File: config.mk
export PLATFORM = sky130hd
export DESIGN_NAME = uart_rx_fifo
export DESIGN_NICKNAME = d
export VERILOG_FILES = /design/src/rtl/uart_rx_fifo.sv
export SDC_FILE = /design/constraint.sdc
export NUM_CORES = 1
export LEC_CHECK = 0
export ABC_AREA = 1
export CAP_MARGIN = 20
export CORE_MARGIN = 3
export CORE_UTILIZATION = 59
export CTS_CLUSTER_SIZE = 20
export DETAILED_ROUTE_END_ITERATION = 10
export PLACE_DENSITY_LB_ADDON = 0.12
export SLEW_MARGIN = 20
export SYNTH_ARGS = -nofsm -noshare
export SYNTH_HDL_FRONTEND = slang
export SYNTH_SLANG_ARGS = --single-unit
File: constraint.sdc
create_clock -name CLK -period 2.3 [get_ports CLK]
set_input_delay 0.345 -clock CLK [delete_from_list [all_inputs] [get_ports CLK]]
set_output_delay 0.345 -clock CLK [all_outputs]
set_load 0.01 [all_outputs]
File: src/rtl/uart_rx_fifo.sv
// -----------------------------------------------------------------------------
// uart_rx_fifo
//   Serial receive front-end for the PWM control path. Oversamples UART_RXD at
//   16x baud, decodes 8N1 frames and queues good bytes in a show-ahead FIFO
//   that a command consumer drains with a valid/ready handshake.
//
// Parameters
//   CLK_HZ      input clock frequency in Hz
//   BAUD        serial bit rate
//   FIFO_DEPTH  byte entries, power of two and >= 2
//
// Ports
//   CLK        in   system clock, single domain
//   RST        in   asynchronous active-high reset
//   UART_RXD   in   asynchronous serial line, idle high
//   RX_DATA    out  byte at the FIFO head, meaningful while RX_VALID=1
//   RX_VALID   out  FIFO not empty
//   RX_READY   in   consumer takes the head byte when RX_VALID & RX_READY
//   FRAME_ERR  out  one-cycle pulse, stop bit sampled low
//   OVERRUN    out  one-cycle pulse, good byte dropped on a full FIFO
//   RX_BUSY    out  receiver is not idle
// -----------------------------------------------------------------------------
module uart_rx_fifo #(
   parameter int CLK_HZ     = 50000000,
   parameter int BAUD       = 115200,
   parameter int FIFO_DEPTH = 4
) (
   input  logic       CLK,
   input  logic       RST,
   input  logic       UART_RXD,
   output logic [7:0] RX_DATA,
   output logic       RX_VALID,
   input  logic       RX_READY,
   output logic       FRAME_ERR,
   output logic       OVERRUN,
   output logic       RX_BUSY
);

   localparam int TICK_DIV = CLK_HZ / (BAUD * 16);
   localparam int CNT_W    = (TICK_DIV > 1) ? $clog2(TICK_DIV) : 1;
   localparam int AW       = $clog2(FIFO_DEPTH);

   localparam logic [1:0] ST_IDLE  = 2'd0;
   localparam logic [1:0] ST_START = 2'd1;
   localparam logic [1:0] ST_DATA  = 2'd2;
   localparam logic [1:0] ST_STOP  = 2'd3;

   logic             sync1, rxd_sync, prev;
   logic [CNT_W-1:0] cnt;
   logic [3:0]       sub;
   logic [2:0]       bit_idx;
   logic [1:0]       state;
   logic [7:0]       shreg;
   logic [7:0]       mem [FIFO_DEPTH];
   logic [AW:0]      wr_ptr, rd_ptr;

   logic tick, start_det, stop_pt, full, empty, pop, push;

   // Synchroniser flops reset high so a reset never looks like a start edge
   // on an idle line.
   // NOTE: sequential state uses non-blocking assignments so every flop sees
   // the pre-edge value of its neighbours, independent of statement order.
   always_ff @(posedge CLK or posedge RST) begin
      if (RST) begin
         sync1    <= 1'b1;
         rxd_sync <= 1'b1;
         prev     <= 1'b1;
      end else begin
         sync1    <= UART_RXD;
         rxd_sync <= sync1;
         prev     <= rxd_sync;
      end
   end

   // NOTE: every signal assigned here gets a default first, so no path can
   // leave one unassigned and infer a latch.
   always_comb begin
      tick      = 1'b0;
      start_det = 1'b0;
      stop_pt   = 1'b0;
      full      = 1'b0;
      empty     = 1'b0;
      pop       = 1'b0;
      push      = 1'b0;

      tick      = (cnt == CNT_W'(TICK_DIV - 1));
      // Edge detect rather than level detect: a held-low break line has
      // prev=0 and never starts a frame until it has gone high again.
      start_det = (state == ST_IDLE) && prev && !rxd_sync;
      stop_pt   = (state == ST_STOP) && tick && (sub == 4'd15);
      empty     = (wr_ptr == rd_ptr);
      full      = (wr_ptr[AW] != rd_ptr[AW]) && (wr_ptr[AW-1:0] == rd_ptr[AW-1:0]);
      pop       = !empty && RX_READY;
      // A pop on the same edge frees the slot, so a full FIFO still accepts.
      push      = stop_pt && rxd_sync && (!full || pop);
   end

   // Oversample tick; realigned to the start edge so sample points are
   // measured from detection rather than from a free-running phase.
   always_ff @(posedge CLK or posedge RST) begin
      if (RST)
         cnt <= '0;
      else if (start_det || tick)
         cnt <= '0;
      else
         cnt <= cnt + 1'b1;
   end

   always_ff @(posedge CLK or posedge RST) begin
      if (RST) begin
         state     <= ST_IDLE;
         sub       <= 4'd0;
         bit_idx   <= 3'd0;
         shreg     <= 8'h00;
         FRAME_ERR <= 1'b0;
         OVERRUN   <= 1'b0;
      end else begin
         FRAME_ERR <= 1'b0;
         OVERRUN   <= 1'b0;
         case (state)
            ST_IDLE: begin
               if (start_det) begin
                  state <= ST_START;
                  sub   <= 4'd0;
               end
            end
            ST_START: begin
               if (tick) begin
                  if (sub == 4'd7) begin
                     // Mid start bit: a line already back high was a glitch.
                     sub     <= 4'd0;
                     bit_idx <= 3'd0;
                     state   <= rxd_sync ? ST_IDLE : ST_DATA;
                  end else begin
                     sub <= sub + 4'd1;
                  end
               end
            end
            ST_DATA: begin
               if (tick) begin
                  sub <= sub + 4'd1;
                  if (sub == 4'd15) begin
                     shreg   <= {rxd_sync, shreg[7:1]};
                     bit_idx <= bit_idx + 3'd1;
                     if (bit_idx == 3'd7)
                        state <= ST_STOP;
                  end
               end
            end
            default: begin
               if (tick) begin
                  sub <= sub + 4'd1;
                  if (sub == 4'd15) begin
                     // Back to IDLE mid stop bit so a back-to-back start edge
                     // at the end of this stop bit is caught.
                     state <= ST_IDLE;
                     if (!rxd_sync)
                        FRAME_ERR <= 1'b1;
                     else if (full && !pop)
                        OVERRUN <= 1'b1;
                  end
               end
            end
         endcase
      end
   end

   always_ff @(posedge CLK or posedge RST) begin
      if (RST) begin
         wr_ptr <= '0;
         rd_ptr <= '0;
      end else begin
         if (push)
            wr_ptr <= wr_ptr + 1'b1;
         if (pop)
            rd_ptr <= rd_ptr + 1'b1;
      end
   end

   // NOTE: the storage array has no reset; validity is defined entirely by
   // the pointers, and leaving it unreset lets it map onto plain RAM/LUTs.
   always_ff @(posedge CLK) begin
      if (push)
         mem[wr_ptr[AW-1:0]] <= shreg;
   end

   assign RX_VALID = !empty;
   assign RX_DATA  = empty ? 8'h00 : mem[rd_ptr[AW-1:0]];
   assign RX_BUSY  = (state != ST_IDLE);

endmodule

## After elaboration in Yosys (flattened, before gate mapping)

Memory sizes are Yosys's and may differ from the RTL's.
Index checks and enable logic that the tools add are counted.

- Mux-type cells: 33
- Magnitude comparators: 0
- Divide/modulo/power cells: 0
- Multipliers: 0
- Bitwise operators: 0
- Reductions and logical operators: 25
- Shift operators: 0
- Eq/ne operators: 16
- $add $sub $neg: 5

Operator list:

| kind | count |
|---|---|
| 2-bit 2-to-1 mux | 9 |
| 4-bit 2-to-1 mux | 4 |
| 3-bit 2-to-1 mux | 4 |
| 2-bit != test (second input constant) | 6 |
| 1-bit 2-to-1 mux | 11 |
| 3-bit by 1-bit adder with 3-bit output (second input constant) | 3 |
| 1-bit logical AND | 9 |
| 8-bit 2-to-1 mux | 1 |
| 4-bit case mux with 2 select lines | 1 |
| 8-bit AND reduction | 1 |
| 2-bit case mux with 3 select lines | 1 |
| 3-bit case mux with 2 select lines | 1 |
| 3-bit AND reduction | 2 |
| 2-bit nonzero test | 3 |
| 5-bit by 1-bit adder with 5-bit output (second input constant) | 1 |
| 5-bit equality test (second input constant) | 1 |
| 5-bit 2-to-1 mux | 1 |
| 5-bit AND reduction | 1 |
| 4-bit by 1-bit adder with 4-bit output (second input constant) | 1 |
| 2-bit equality test (second input constant) | 2 |
| 4-bit by 3-bit equality test with 1-bit output (second input constant) | 1 |
| 4-bit equality test (second input constant) | 1 |
| 1-bit logical NOT | 4 |
| 3-bit equality test | 1 |
| 8 further kinds | 9 |

- Latch bits: 0
- Flip-flop bits (word level): 33
- Memories kept: 1
- ROM bits: 0
- Input port bits: 4
- Memory bits (writable): 32

Memories:

| memory | depth | bits a word | rd ports | clocked after Yosys merged registers in | wr ports | line | source |
|---|---|---|---|---|---|---|---|
| mem | 4 | 8 | 1 | 0 | 1 | 54 | `logic [7:0] mem [FIFO_DEPTH];` |

## Logic depth before layout (Yosys ltp)

Gate-level depths: netlist (run 1).

- Depth after elaboration: 10
- Depth in mapped cells: 9
- Mapped depth without buffers: 9

## Worst setup path before layout (run 1)

OpenSTA, ideal clock, no wires.

- Kind: register to register
- Start: register cnt[0]
- End: memory mem[0][0] (enable)
- Required time: 1929 ps
- Clock period less this slack: 1915 ps
- Stages on the path, launching flop included: 9
- Slack: 385 ps
- Path buffers: 0
- Setup time: 371 ps
- Data arrival time: 1544 ps
- Cells stage by stage: dfrtp_1 > inv_1 > ha_1 > nand2_1 > nor2_2 > nand3_2 > nor2_2 > nand2_2 > nor2_1

- Cells in the longest elaborated chain, start to end: 7

Ends and longest elaborated chain:

| item | line | source |
|---|---|---|
| start: declaration | 49 | `logic [CNT_W-1:0] cnt;` |
| start signal: assignment | 106 | `cnt <= cnt + 1'b1;` |
| 5-bit equality test | 86 | `tick = (cnt == CNT_W'(TICK_DIV - 1));` |
| 1-bit logical AND (2 in series) | 90 | `stop_pt = (state == ST_STOP) && tick && (sub == 4'd15);` |
| 1-bit logical AND (2 in series) | 95 | `push = stop_pt && rxd_sync && (!full \|\| pop);` |
| 1-bit 2-to-1 mux | 183 | `if (push)` |
| 1-bit 2-to-1 mux (not written as such) | 184 | `mem[wr_ptr[AW-1:0]] <= shreg;` |
| end: declaration | 54 |  |

Every way passes these cells.

## Final worst setup path (run 1)

- Start: register rd_ptr[0]
- End: output port RX_VALID

- Cells in the longest elaborated chain, start to end: 2

Ends and longest elaborated chain:

| item | line | source |
|---|---|---|
| start: declaration | 55 | `logic [AW:0] wr_ptr, rd_ptr;` |
| start signal: assignment | 176 | `rd_ptr <= rd_ptr + 1'b1;` |
| 3-bit equality test | 91 | `empty = (wr_ptr == rd_ptr);` |
| 1-bit logical NOT | 187 | `assign RX_VALID = !empty;` |
| end: declaration | 32 | `output logic RX_VALID,` |

Every way passes these cells.

==> flow_metrics.py, run 1 <==
metrics = {
    "status": {
        "status": "complete, no violations",
    },
    "floorplanning": {
        "start_util_pct": 62.0,
        "die_width_um": 77.2,
        "fp.dieArea_um2": 5950,
        "die_h_um": 77.2,
        "rows": 25,
        "coreArea_um2": 4820,
        "io_pins": 16,
    },
    "sta": {
        "rsz0062_at_grt": "no",
        "hold_violations": 0,
        "setup_viol_count_final": 0,
        "slew_headroom_pct": 72.1,
        "tightest_slew_ns": 0.418,
        "min_period_over_period_pct": 92.8,
        "maxSlewViolCount": 0,
        "fin_crit_ns": 2.13,
        "worst_hold_slack_ns": 0.369,
        "max_freq_ghz": 0.469,
        "tns_ns": 0,
        "skew_ns": 0.00672,
    },
    "synthesis": {
        "ys_top_cells_by_area": "edfxtp_1 32%, dfrtp_1 25%, nand2_1 9.8%",
        "synth_top_area_share_pct": 32.2,
        "synth_cells": 304,
        "syn_nets": 318,
        "yosysSeqAreaShare_pct": 59.9,
        "ys.warnings.count": 0,
        "synth_top_cell_by_area": "edfxtp_1",
        "ys_types": 27,
        "ys_seq_elements": 65,
        "avgSynthCellArea_um2": 9.83,
        "syn-cell-area_um2": 2990,
    },
    "worst_setup_path": {
        "path_cells": "inv_4, nand2_1, nand2_1, nor2_4, nand2_4, clkdlybuf4s50_1",
        "crit_path_frequent_cell": "nand2_1",
        "required_ns": 1.96,
        "path_max_fanout": 13,
        "arrival_ns": 1.79,
        "critical_path.endpoint_type": "primary output",
        "critical_path.startpoint_type": "flip-flop",
        "critPathKind": "flip-flop to primary output",
        "cp_slowest_stage_delay_ns": 0.56,
        "critical-path-slowest-cell": "clkdlybuf4s50_1",
    },
    "global_routing": {
        "grt_pass1_vias": 1935,
        "met3_usage_pct": 3.99,
        "grt_max_degree": 34,
        "grt_use_total_pct": 20.1,
        "grt.busiest_layer": "met2",
        "met1_usage_pct": 27.3,
        "antenna_found_initial": 0,
        "use_met2_pct": 30.6,
        "grt_overflow_total": 0,
        "grt_pass1_wl_um": 9170,
    },
    "cells_and_area": {
        "final_util_pct": 74.1,
        "regArea_um2": 1790,
        "finalInstanceArea_um2": 3570,
        "nNetsFinal": 349,
        "drive_above_1_share_pct": 16.2,
        "area_growth_pct": 19.5,
        "fillers": 357,
        "antenna-diode-count": 0,
        "multiInputGateArea_um2": 1040,
    },
    "clock_tree": {
        "htree_num_levels": 3,
        "numCtsBuffers": 9,
        "clk_latency_ns": 0.33,
        "cts.path.max_buffers": 2,
        "cts_tree": "done",
        "cts.sinks": 65,
        "clk_pin_slew_ns": 0.07,
        "root_buffer": "clkbuf_8",
    },
    "flow_run": {
        "drv_cap": 0,
    },
    "power_and_ir_drop": {
        "ir_drop_mv": 0.687,
        "total_power_mw": 3.06,
        "powerDensity_nw_per_um2": 857,
        "power_leakage_nw": 1.84,
    },
    "drt": {
        "routed-via-count": 2031,
        "routed_wl_um": 5290,
        "drt_iter0_markers": 104,
        "drc": 0,
        "detail-route-antenna-nets": 0,
        "routedWlPerCell_um": 13.0,
        "vias_per_cell": 4.99,
        "firstDrtPassIters": 4,
    },
    "placement": {
        "hpwlAfterDp_um": 3560,
        "portBuffers": 15,
        "place_area_um2": 3240,
        "gp_congestion": 0.785,
    },
    "hold_path": {
        "min_path_type": "flip-flop to flip-flop",
    },
}
-- layer usage --
| layer | vias up | part of all wire [%] |
|---|---|---|
| met5 | - | 0 |
| met4 | 0 | 2.4 |
| met3 | 10 | 3.9 |
| met2 | 33 | 47 |
| met1 | 942 | 47 |
| li1 | 1046 | - |
-- logic make-up (layout without fill, tap and decap cells) --
family          Yosys count  in the layout  share of synthesized area (%)
xor+xnor                  7              7                           2.05
flops                    65             65                           59.9
simple gates            153            153                           21.9
compound gates           33             33                           6.03
buf+inv                  36             72                           5.95
fa+ha+maj                10             10                           4.19
-- Yosys cell counts (all sizes together) --
cell    count
a21oi       3
buf         7
clkinv      1
dfrtp      30
dfstp       3
edfxtp     32
ha         10
inv        28
nand2      83
nand3      19
nand3b      1
nand4       1
nor2       47
nor3        1
o21ai      30
or2         1
xnor2       2
xor2        5
-- flip-flops by register name, indices dropped and copies added, names as in the netlist --
register   cells
cnt            5
bit_idx        3
sub            4
rxd_sync       1
prev           1
state          2
rd_ptr         3
FRAME_ERR      1
sync1          1
shreg          8
mem           32
OVERRUN        1
wr_ptr         3
-- path summary, 6_finish.rpt --
kind,from,end,slack [ns],cells after the start
min reg2reg,sync1,rxd_sync,0.37,0
max in group asynchronous,RST,sync1,1.57,3
max,rd_ptr[0],RX_VALID,0.17,6
min in group asynchronous,RST,rd_ptr[0],0.39,3
min,sync1,rxd_sync,0.37,0
max reg2reg,cnt[0],mem[3][3],0.34,9
-- critical path: cells and delay by family (launching register included) --
family                 cells  cell delay, ns
buffers and inverters      2            0.65
AND/OR/NAND/NOR            4            0.34
flip-flops                 1            0.47
-- power breakdown --
part / internal [mW] / switching [mW]
sequential: 1.30 / 0.0932
combinational: 0.153 / 0.247
clock: 0.831 / 0.435
total: 2.28 / 0.775
-- cell type report --
| class | count | area share (%) |
|---|---|---|
| Timing Repair Buffer | 27 | 7.50 |
| Sequential cell | 65 | 50.2 |
| Clock buffer | 9 | 3.47 |
| Multi-Input combinational cell | 203 | 29.0 |
| Inverter | 29 | 3.47 |
| Tap cell | 67 | 2.35 |
| Clock inverter | 7 | 3.99 |
-- timing repair --
action | in CTS | in global routing
setup endpoints to repair | 8 | 7
hold buffers | 0 | 0
resized for setup | 7 | 10
buffers inserted | 2 | 1
-- metrics by stage --
stage / worst slack [ns] / std cells
global placement: 0.270 / 388
finish: 0.166 / 407
detailed placement: 0.199 / 388
global route: 0.0679 / 407
floorplan: 0.385 / 304
CTS: 0.0177 / 406
-- cell usage in the layout (no fill, tap or decap), types with 2 or more instances in the layout --
| cell | Yosys | final |
|---|---|---|
| clkinv_4 | 0 | 2 |
| nand2_2 | 5 | 4 |
| dlymetal6s2s_1 | 0 | 7 |
| nand3_2 | 3 | 3 |
| nor2_2 | 4 | 3 |
| nand3_1 | 16 | 16 |
| nor2_1 | 42 | 42 |
| ha_1 | 10 | 10 |
| buf_4 | 0 | 10 |
| edfxtp_1 | 32 | 32 |
| a21oi_1 | 3 | 3 |
| o21ai_0 | 22 | 21 |
| clkbuf_8 | 0 | 9 |
| dfrtp_1 | 30 | 29 |
| dfstp_2 | 3 | 3 |
| xnor2_1 | 2 | 2 |
| clkdlybuf4s50_1 | 0 | 7 |
| nor2_4 | 1 | 2 |
| inv_2 | 2 | 3 |
| bufinv_16 | 0 | 4 |
| o21ai_1 | 4 | 5 |
| inv_1 | 25 | 24 |
| nand2_1 | 78 | 78 |
| xor2_1 | 5 | 4 |
| o21ai_2 | 4 | 4 |
(Power assumes the default switching activity.)
==> run 2, diff against run 1 <==
--- a/config.mk
+++ b/config.mk
@@ -12,7 +12,7 @@
 export CTS_CLUSTER_SIZE = 20
 export DETAILED_ROUTE_END_ITERATION = 10
 export PLACE_DENSITY_LB_ADDON = 0.12
-export SLEW_MARGIN = 20
+export SLEW_MARGIN = 10
 export SYNTH_ARGS = -nofsm -noshare
 export SYNTH_HDL_FRONTEND = slang
 export SYNTH_SLANG_ARGS = --single-unit
==> constraint.sdc (replaced) <==
create_clock -name CLK -period 2.3 [get_ports CLK]
set_input_delay 0.69 -clock CLK [delete_from_list [all_inputs] [get_ports CLK]]
set_output_delay 0.69 -clock CLK [all_outputs]
set_load 0.01 [all_outputs]
==> run 2 against run 1 <==
Net effect: register-to-register slack improved by 0.11 ns; combinational power rose by 3%; critical path depth up 3; via count increased by 5.3%; clock skew barely moved; critical endpoint is now RX_DATA[5]; highest routed layer unchanged.
==> flow_metrics.py, run 2 (same netlist as run 1, synthesis figures left out) <==
metrics = {
    "worst_setup_path": {
        "cp_slowest_stage_delay_ns": 0.45,
        "critPathBufInv": 4,
        "path_cells": "inv_4, nand2_2, nand2_2, nor2_4, buf_6, nand2_8, nand2_2, inv_1, buf_2",
        "critPathKind": "flip-flop to primary output",
        "critical_path.endpoint_type": "primary output",
        "path_max_fanout": 6,
        "arrival_ns": 1.58,
        "crit_path_frequent_cell": "nand2_2",
        "critical_path.startpoint_type": "flip-flop",
        "required_ns": 1.61,
        "cp_top_family": "flip-flops",
        "critical-path-slowest-cell": "dfrtp_2",
    },
    "clock_tree": {
        "postCtsHoldBufs": 0,
        "cts.path.max_buffers": 2,
        "cts.sinks": 65,
        "cts_tree": "done",
        "numCtsBuffers": 9,
        "htree_num_levels": 3,
        "clk_latency_ns": 0.34,
        "root_buffer": "clkbuf_8",
        "clk_pin_slew_ns": 0.07,
    },
    "cells_and_area": {
        "largest_register_ffs": 32,
        "final_common_cell": "nand2_1",
        "drive_above_1_share_pct": 26.8,
        "nNetsFinal": 360,
        "final_cell_mix": "67 x nand2_1, 40 x nor2_1, 32 x edfxtp_1",
        "area_growth_pct": 21.7,
        "antenna-diode-count": 0,
        "instances_no_fill": 418,
    },
    "floorplanning": {
        "fp.dieArea_um2": 5950,
        "die_h_um": 77.2,
        "rows": 25,
        "start_util_pct": 62.0,
        "die_width_um": 77.2,
        "io_pins": 16,
        "coreArea_um2": 4820,
    },
    "power_and_ir_drop": {
        "total_power_mw": 2.87,
        "powerDensity_nw_per_um2": 790,
        "power_leakage_nw": 1.76,
        "ir_drop_mv": 0.925,
    },
    "drt": {
        "routed_wl_um": 5850,
        "drt_iter0_markers": 136,
        "firstDrtPassIters": 4,
        "drc": 0,
        "routedWlPerCell_um": 14.0,
        "vias_per_cell": 5.12,
        "detail-route-antenna-nets": 0,
        "routed-via-count": 2139,
    },
    "global_routing": {
        "grt_max_degree": 34,
        "grt_pass1_wl_um": 10200,
        "grt_pass1_vias": 2162,
        "grt_use_total_pct": 22.5,
        "antenna_found_initial": 0,
        "grt_overflow_total": 0,
    },
    "placement": {
        "hpwlAfterDp_um": 3840,
        "placed_cells": 396,
        "portBuffers": 15,
        "gp_congestion": 0.810,
    },
    "sta": {
        "max_freq_ghz": 0.441,
        "skew_ns": 0.00694,
        "tightest_slew_ns": 0.418,
        "min_period_over_period_pct": 98.6,
        "fin_crit_ns": 2.27,
        "setup_viol_count_final": 0,
        "maxSlewViolCount": 0,
        "slew_headroom_pct": 72.1,
        "rsz0062_at_grt": "yes",
        "hold_violations": 0,
    },
    "status": {
        "status": "complete, no violations",
    },
    "hold_path": {
        "min_path_type": "flip-flop to flip-flop",
    },
    "flow_run": {
        "drv_cap": 0,
    },
}
## run 2: power by group
part	internal (mW)	total (mW)	leakage, nW	switching (mW)
logic	0.157	0.413	0.884	0.256
clock network	0.609	1.05	0.109	0.441
registers	1.30	1.41	0.769	0.105
total	2.07	2.87	1.76	0.802
## run 2: path summary, 6_finish.rpt
check,start,end,slack (ns),depth (start not counted)
max reg2reg,rd_ptr[0],mem[0][1],0.45,10
min reg2reg,sync1,rxd_sync,0.36,0
min,sync1,rxd_sync,0.36,0
max in group asynchronous,RST,prev,1.23,3
max,rd_ptr[0],RX_DATA[5],0.03,9
min in group asynchronous,RST,wr_ptr[1],0.73,3
## run 2: layout make-up
type,instances,area (um^2)
flip-flops and latches,65,1790
fillers,352,1180
multi-input cells,204,1110
repair buffers,37,304
clock buffers,9,124
inverters,29,124
clock inverters,7,95.1
well taps,67,83.8
## run 2: routing by layer
| layer | routed length, um | vias to the layer above | global-route usage [%] |
|---|---|---|---|
| met5 | 0 | - | 0 |
| met4 | 53 | 0 | 10.9 |
| met3 | 262 | 7 | 4.34 |
| met2 | 2920 | 39 | 37.2 |
| met1 | 2610 | 1022 | 28.4 |
| li1 | - | 1071 | - |
## run 2: stage by stage
stage / area (um^2) / setup slack (ns) / TNS, ns / util, % / hold slack (ns)
2_1_floorplan: 2990 / 0.385 / 0 / - / 0.345
3_3_place_gp: 3310 / -0.00113 / -0.00113 / 68.7 / 0.345
3_5_place_dp: 3310 / -0.0632 / -0.266 / 68.7 / 0.347
4_1_cts: 3600 / -0.0608 / -0.0608 / 74.8 / 0.357
5_1_grt: 3630 / -0.0584 / -0.308 / 75.5 / 0.364
6_report: 3630 / 0.0324 / 0 / 75.5 / 0.356
## run 2: worst reg2reg max path, delay by kind of cell (launching register included)
kind	cells	cell delay, ns
buf+inv	4	0.56
simple gates	6	0.52
flops	1	0.47
## run 2: what timing repair did
item,CTS,global route
endpoints found under the setup margin,10,10
cloned,2,0
resized for setup,45,29
buffers inserted,4,0
pin swaps,1,8
==> run 3, diff against run 2 <==
--- a/config.mk
+++ b/config.mk
@@ -12,6 +12,7 @@
 export CTS_CLUSTER_SIZE = 20
 export DETAILED_ROUTE_END_ITERATION = 10
 export PLACE_DENSITY_LB_ADDON = 0.12
+export REMOVE_ABC_BUFFERS = 1
 export SLEW_MARGIN = 10
 export SYNTH_ARGS = -nofsm -noshare
 export SYNTH_HDL_FRONTEND = slang
==> run 3 against run 2 <==
Net effect: global-route usage is 0.23 points lower; via count grew 2.2%; core utilization is 1.2 points higher; worst hold slack improved by 0.016 ns; critical path type unchanged.
==> flow_metrics.py, run 3 (same netlist as run 1, synthesis figures left out) <==
metrics = {
    "global_routing": {
        "grt_use_total_pct": 22.3,
        "grt_pass1_wl_um": 10200,
        "antenna_found_initial": 0,
        "grt_max_degree": 34,
        "grt_pass1_vias": 2184,
        "grt_overflow_total": 0,
    },
    "placement": {
        "portBuffers": 15,
        "hpwlAfterDp_um": 3560,
        "dp_slack_ns": -0.0115,
        "gp_congestion": 0.855,
    },
    "sta": {
        "setup_ws_ns": 0.00586,
        "maxSlewViolCount": 0,
        "slew_headroom_pct": 71.0,
        "worst_hold_slack_ns": 0.372,
        "min_period_over_period_pct": 99.7,
        "tightest_slew_ns": 0.436,
        "max_freq_ghz": 0.436,
        "fin_crit_ns": 2.29,
        "skew_ns": 0.0105,
        "tns_ns": 0,
        "hold_violations": 0,
        "rsz0062_at_grt": "yes",
        "setup_viol_count_final": 0,
    },
    "power_and_ir_drop": {
        "ir_drop_mv": 0.812,
        "clock_power_share_pct": 36.5,
        "p_sw_mw": 0.780,
        "total_power_mw": 2.84,
        "power_frac_seq_pct": 49.2,
        "power_leakage_nw": 1.79,
        "comb_power_share_pct": 14.3,
        "powerDensity_nw_per_um2": 770,
        "p_sw_share_pct": 27.4,
        "internal-power_mw": 2.06,
    },
    "worst_setup_path": {
        "startpoint": "rd_ptr[2]",
        "required_ns": 1.61,
        "cp_top_family": "buffers and inverters",
        "critical_path.startpoint_type": "flip-flop",
        "arrival_ns": 1.60,
        "cp_slowest_stage_delay_ns": 0.44,
        "critical-path-slowest-cell": "dfrtp_2",
        "r2r-end": "mem[2][7]",
        "critPathKind": "flip-flop to primary output",
        "path_max_fanout": 4,
        "rr_startpoint": "cnt[0]",
        "reg2reg_depth": 9,
        "critical_path.endpoint_type": "primary output",
        "critPathBufInv": 4,
        "path_cells": "xnor2_2, buf_4, nand2_4, buf_6, nand2_1, inv_1, buf_2",
        "rrSetupSlack_ns": 0.34,
    },
    "cells_and_area": {
        "final_common_cell": "nand2_1",
        "antenna-diode-count": 0,
        "area_growth_pct": 23.6,
        "final_cell_mix": "74 x nand2_1, 33 x nor2_1, 32 x edfxtp_1",
        "drive_above_1_share_pct": 26.6,
        "nNetsFinal": 366,
        "largest_register_ffs": 32,
    },
    "status": {
        "status": "complete, no violations",
    },
    "drt": {
        "detail-route-antenna-nets": 0,
        "drt_iter0_markers": 111,
        "routed-via-count": 2186,
        "routed_wl_um": 5980,
        "routedWlPerCell_um": 14.1,
        "vias_per_cell": 5.16,
        "drc": 0,
        "firstDrtPassIters": 4,
    },
    "clock_tree": {
        "clk_pin_slew_ns": 0.07,
        "cts.path.max_buffers": 2,
        "htree_num_levels": 3,
        "root_buffer": "clkbuf_8",
        "cts_tree": "done",
        "numCtsBuffers": 9,
        "cts.sinks": 65,
        "postCtsHoldBufs": 0,
        "clk_latency_ns": 0.34,
    },
    "floorplanning": {
        "rows": 25,
        "die_h_um": 77.2,
        "coreArea_um2": 4820,
        "io_pins": 16,
        "fp.dieArea_um2": 5950,
        "die_width_um": 77.2,
        "start_util_pct": 62.0,
    },
    "hold_path": {
        "min_path_type": "flip-flop to flip-flop",
        "hold_depth": 0,
        "holdPathEnd": "rxd_sync",
        "min_from": "sync1",
    },
    "flow_run": {
        "drv_cap": 0,
    },
}
-- run 3: worst max path at each step --
stage | depth (start not counted) | slack [ns] | to
2_1_floorplan | 7 | 0.29 | RX_DATA[0]
3_3_place_gp | 8 | 0.07 | RX_DATA[5]
3_5_place_dp | 8 | -0.01 | RX_DATA[5]
4_1_cts | 7 | -0.04 | RX_DATA[5]
5_1_grt | 9 | -0.07 | RX_DATA[5]
6_report | 7 | 0.006 | RX_DATA[5]
-- run 3: timing repair --
item	CTS	global route
gates cloned	2	0
hold endpoints to repair	0	0
pin swaps	5	11
resized for setup	47	33
buffers inserted	9	4
setup endpoints to repair	9	10
-- run 3: per-stage QoR --
step,cells,cell area [um^2],utilization (%)
3_5_place_dp,393,3290,68.2
3_3_place_gp,393,3290,68.2
5_1_grt,424,3690,76.6
4_1_cts,420,3590,74.4
2_1_floorplan,297,2930,-
6_report,424,3690,76.6
-- run 3: worst register-to-register path: stages, from the launching register on --
cell     delay, ns
dfrtp_1       0.40
inv_1         0.07
ha_1          0.16
nand2_1       0.07
nor2_2        0.22
nand3_2       0.14
nor2_2        0.17
nand2_2       0.12
nor2_1        0.12
buf_4         0.20
-- run 3: area by class of cell --
| type | instances | area, um^2 |
|---|---|---|
| clock inverters | 6 | 83.8 |
| fillers | 338 | 1120 |
| inverters | 29 | 124 |
| repair buffers | 43 | 373 |
| clock buffers | 10 | 128 |
| multi-input cells | 204 | 1100 |
| well taps | 67 | 83.8 |
| flip-flops and latches | 65 | 1800 |
-- run 3: routing by layer --
layer	global-route usage, %	vias to the layer above	wire length [um]
li1	-	1083	-
met1	26.6	1046	2530
met2	38.5	49	3110
met3	5.05	8	269
met4	9.61	0	66
met5	0	-	0
-- run 3: power by group through the flow --
stage | registers, mW | clock network, mW | logic [mW]
after detailed placement | 1.41 | 0 | 0.398
after CTS | 1.39 | 1.05 | 0.407
after global placement | 1.41 | 0 | 0.384
final | 1.40 | 1.04 | 0.406
after floorplan | 1.40 | 0 | 0.307
after global routing | 1.41 | 1.10 | 0.472
